==> config.mk <==
export PLATFORM = sky130hd
export DESIGN_NAME = alu_arbiter
export DESIGN_NICKNAME = d
export VERILOG_FILES = /design/src/rtl/alu_arbiter.sv
export SDC_FILE = /design/constraint.sdc
export NUM_CORES = 1
export LEC_CHECK = 0
export ABC_AREA = 1
export BUFFER_PORTS_ARGS = -buffer_cell sky130_fd_sc_hd__buf_2
export CAP_MARGIN = 20
export CORE_UTILIZATION = 48
export CTS_BUF_LIST = sky130_fd_sc_hd__clkbuf_8 sky130_fd_sc_hd__clkbuf_16
export DETAILED_ROUTE_END_ITERATION = 10
export PLACE_DENSITY = 0.84
export SYNTH_ARGS = -nofsm -noshare
export SYNTH_HDL_FRONTEND = slang
export SYNTH_SLANG_ARGS = --single-unit
==> constraint.sdc <==
create_clock -name clk -period 2.8 [get_ports clk]
set_input_delay 0.56 -clock clk [delete_from_list [all_inputs] [get_ports clk]]
set_output_delay 0.56 -clock clk [all_outputs]
set_load 0.02 [all_outputs]
==> src/rtl/alu_arbiter.sv <==
// Two-requester arbiter sharing one combinational 8-bit ALU through an IDLE/EXEC/RESP handshake FSM.
// Define ALU_ARB_RR_EN for round-robin tie-breaking; fixed priority (req0 first) otherwise.
module alu_arbiter (
  input  logic       clk,
  input  logic       rst,
  input  logic       req0_valid,
  output logic       req0_ready,
  input  logic [7:0] req0_a,
  input  logic [7:0] req0_b,
  input  logic [1:0] req0_sel,
  input  logic [1:0] req0_shift,
  input  logic       req1_valid,
  output logic       req1_ready,
  input  logic [7:0] req1_a,
  input  logic [7:0] req1_b,
  input  logic [1:0] req1_sel,
  input  logic [1:0] req1_shift,
  output logic       rsp0_valid,
  input  logic       rsp0_ready,
  output logic [7:0] rsp0_result,
  output logic       rsp0_c,
  output logic       rsp0_z,
  output logic       rsp1_valid,
  input  logic       rsp1_ready,
  output logic [7:0] rsp1_result,
  output logic       rsp1_c,
  output logic       rsp1_z,
  output logic [7:0] alu_a,
  output logic [7:0] alu_b,
  output logic [1:0] alu_sel,
  output logic [1:0] alu_shift,
  input  logic [7:0] alu_result,
  input  logic       alu_cout,
  input  logic       alu_zout,
  output logic       busy
);

  localparam int unsigned DW  = 8;
  localparam int unsigned OPW = 2;

  typedef enum logic [1:0] {IDLE, EXEC, RESP} state_t;

  state_t          state, state_next;
  logic            owner, owner_next;
  logic [DW-1:0]   alu_a_next, alu_b_next;
  logic [OPW-1:0]  alu_sel_next, alu_shift_next;
  logic            cap0, cap1;
  logic            grant;
  logic            any_valid;
  logic            accept;
  logic            rsp_take;

`ifdef ALU_ARB_RR_EN
  logic            last_grant;
`endif

  // Grant selection; only meaningful while at least one request is valid.
  always_comb begin
    grant = 1'b0;
    if (req0_valid && req1_valid) begin
`ifdef ALU_ARB_RR_EN
      grant = ~last_grant;
`else
      grant = 1'b0;
`endif
    end else if (req1_valid) begin
      grant = 1'b1;
    end
  end

  assign any_valid  = req0_valid | req1_valid;
  assign req0_ready = (state == IDLE) && any_valid && !grant && !rst;
  assign req1_ready = (state == IDLE) && any_valid &&  grant && !rst;
  assign accept     = (req0_valid && req0_ready) || (req1_valid && req1_ready);
  assign rsp_take   = owner ? rsp1_ready : rsp0_ready;

  // Next-state and datapath load decisions.
  always_comb begin
    state_next     = state;
    owner_next     = owner;
    alu_a_next     = alu_a;
    alu_b_next     = alu_b;
    alu_sel_next   = alu_sel;
    alu_shift_next = alu_shift;
    cap0           = 1'b0;
    cap1           = 1'b0;
    case (state)
      IDLE: begin
        if (accept) begin
          state_next     = EXEC;
          owner_next     = grant;
          alu_a_next     = grant ? req1_a     : req0_a;
          alu_b_next     = grant ? req1_b     : req0_b;
          alu_sel_next   = grant ? req1_sel   : req0_sel;
          alu_shift_next = grant ? req1_shift : req0_shift;
        end
      end
      EXEC: begin
        state_next = RESP;
        cap0       = !owner;
        cap1       = owner;
      end
      RESP: begin
        if (rsp_take) state_next = IDLE;
      end
      default: state_next = IDLE;
    endcase
  end

  always_ff @(posedge clk) begin
    if (rst) begin
      state       <= IDLE;
      owner       <= 1'b0;
      alu_a       <= '0;
      alu_b       <= '0;
      alu_sel     <= '0;
      alu_shift   <= '0;
      rsp0_valid  <= 1'b0;
      rsp1_valid  <= 1'b0;
      rsp0_result <= '0;
      rsp0_c      <= 1'b0;
      rsp0_z      <= 1'b0;
      rsp1_result <= '0;
      rsp1_c      <= 1'b0;
      rsp1_z      <= 1'b0;
      busy        <= 1'b0;
    end else begin
      state      <= state_next;
      owner      <= owner_next;
      alu_a      <= alu_a_next;
      alu_b      <= alu_b_next;
      alu_sel    <= alu_sel_next;
      alu_shift  <= alu_shift_next;
      rsp0_valid <= (state_next == RESP) && !owner_next;
      rsp1_valid <= (state_next == RESP) &&  owner_next;
      busy       <= (state_next != IDLE);
      if (cap0) begin
        rsp0_result <= alu_result;
        rsp0_c      <= alu_cout;
        rsp0_z      <= alu_zout;
      end
      if (cap1) begin
        rsp1_result <= alu_result;
        rsp1_c      <= alu_cout;
        rsp1_z      <= alu_zout;
      end
    end
  end

`ifdef ALU_ARB_RR_EN
  // Last-grant pointer; reset to 1 so req0 wins the first tie.
  always_ff @(posedge clk) begin
    if (rst)         last_grant <= 1'b1;
    else if (accept) last_grant <= grant;
  end
`endif

endmodule

==> metrics.txt <==
maxcap violations 0; Worst-Margin Slew 0.497 ns; FILL cells 349; vias in the first global route 1838; port buffer count 100; Pins Over Slew Limit 0; VDD IR max roughly 230 uV; Post-synth ARST share 0%; Synth area leaders dfxtp_1 (47%), nand2_1 (22%), a21oi_1 (11%), nand3_1 (11%), buf_2 (2.3%); CP max-delay cell buf_2; register area approximately 920 sq um; Root Buffer clkbuf_8; routed wire length about 4.6 mm; Multi-input gate area around 880 sq um; Final ANT Viol Nets 0; met1 WL 2.12 mm; Final Hold Vio Count 0; sequential fraction of the synthesis area 47.4%; RSZ-0062 raised after global routing false; Max Root-Sink Buffers 2; worst stage delay on the critical path 0.33 ns; n_diodes 0; mean routed wirelength per cell 11.1 um; count leader, synth nand2_1; Syn-to-layout area delta 28.7%; Post-Syn Area about 1900 sq um; pre-CTS WS 0.773 ns; Die Wd 65.6 um; slew margin rel. roughly 67%; drt drc 0; Final setup viols 0; largest net degree at the start of global routing 41; Synth Instances ~280; vias per cell 4.93; DR iter-0 viols 116; Worst Path Arrival 1.48 ns; number of post-CTS setup repair buffers 0; nets 424; met3 wire length roughly 290 um; CP dominant cell by count buf_2; Total GRT Usage about a quarter; share of the synthesized area in the top cell type 47.4%; Worst Setup End Kind output port; Detailed Routing Iterations Pass 1 4; Clock transition at path regs 0.08 ns; setup slack after layout 0.764 ns; initial antenna violation count 0; Initial Utilization 51.5%; TritonCTS Sinks 46; synth unique cells 15; core area 3770 sq um; Final Critical Period 2.04 ns; dominant synthesized flop cell dfxtp_1; HPWL after DPL 3.36 mm; first-pass GRT wire length 7.78 mm; clk_lat worst skew 0.29 ns; delay-heaviest family, CP buffers and inverters; critical path required time 2.24 ns; CTS Hold Bufs 0; final clock skew 0.00480 ns; Setup TNS 0 ns; FP Rows 22; syn_nets 332; Top Metal Used met4; height of the chip 65.6 um; CTS tree yes; via count 2051; WL met2 2.10 mm; Bufs and invs on worst path 3; TritonCTS buffer count 5; LEAKAGE 1.28 nW; worst path cell trace buf_2, inv_1, nand2_1, nand3_2, a21oi_1, buf_2; Setup CP Type primary input to output port; Post-Syn Area per Cell 7.04 sq um; PD cells 541 nW/um^2; routability cong. 0.835; worst hold path type register to register; die area 4300 sq um; Yosys top cell by area dfxtp_1; Post-CTS Resized 0; commonest cells in the netlist nand2_1 (113), dfxtp_1 (46), a21oi_1 (41), nand3_1 (41), buf_2 (9); CP startpoint kind primary input; I/O pin count 101; Max FO, Critical Path 24; crit share post-route 72.7%; FF+latch count, synth 46; Clock H-tree levels 2; Achievable Freq 491 MHz; Post-synth EDFFs 0; global route overflow 0; Synth warnings 0; layout cells sized above 1 31.0%; status complete, no violations
-- placed cells by master, fill, tap and decap left out, drive strengths merged --
cell / instances
a21oi: 41
nor2: 8
clkinv: 1
inv: 8
dfxtp: 46
buf: 104
nand2: 113
clkbuf: 5
nand3: 42
-- worst min-delay path, cell delays in order, from the launching register on --
cell	delay (ns)
dfxtp_1	0.31
nand2_1	0.06
a21oi_1	0.05
-- per-layer routing --
metal / up-vias / global-route usage, %
li1: 1074 / -
met1: 889 / 27.9
met2: 80 / 40.1
met3: 8 / 6.08
met4: 0 / 8.42
met5: - / 0
-- report_power, final --
group / total, mW / internal (mW) / switching, mW
Clock: 0.364 / 0.165 / 0.199
Combinational: 0.273 / 0.0987 / 0.174
Sequential: 0.716 / 0.693 / 0.0231
-- layout make-up --
cell class                      count  area share, %
Timing Repair Buffer              104           21.2
Clock buffer                        5           2.75
Multi-Input combinational cell    204           35.4
Sequential cell                    46           36.8
Clock inverter                      2          0.300
Inverter                            7           1.10
Tap cell                           48           2.40
-- per-stage QoR --
stage	cells	util (%)	hold WS, ns	total power, mW	area, sq um
6_report	416	66.3	0.460	1.35	2500
2_1_floorplan	276	-	0.499	0.912	1940
3_5_place_dp	409	64.3	0.450	1.01	2420
5_1_grt	416	66.3	0.475	1.43	2500
3_3_place_gp	409	64.3	0.446	1.00	2420
4_1_cts	416	66.3	0.462	1.37	2500
-- flip-flops by register name, indices dropped and copies added (netlist names) --
signal and count:
owner 1, rsp1_result 8, rsp1_valid 1, alu_shift 2, rsp1_c 1, alu_sel 2, rsp0_c 1, rsp0_valid 1
busy 1, rsp0_z 1, alu_a 8, rsp1_z 1, alu_b 8, rsp0_result 8, state 2
-- kinds of logic after synthesis --
kind of cell	count (synthesis)	synth area share (%)
compound gates	41	10.6
simple gates	163	35.0
flops	46	47.4
buf+inv	26	7.02
-- final timing paths --
| kind | slack, ns | cells after the start | endpoint | start |
|---|---|---|---|---|
| worst max register to register | 1.12 | 4 | rsp0_result[6] | owner |
| worst min-delay path | 0.46 | 2 | rsp1_result[4] | rsp1_result[4] |
| worst max-delay path | 0.76 | 6 | req0_ready | req1_valid |
| worst min register to register | 0.46 | 2 | rsp1_result[4] | rsp1_result[4] |
Power figures use the tool's default switching activity.
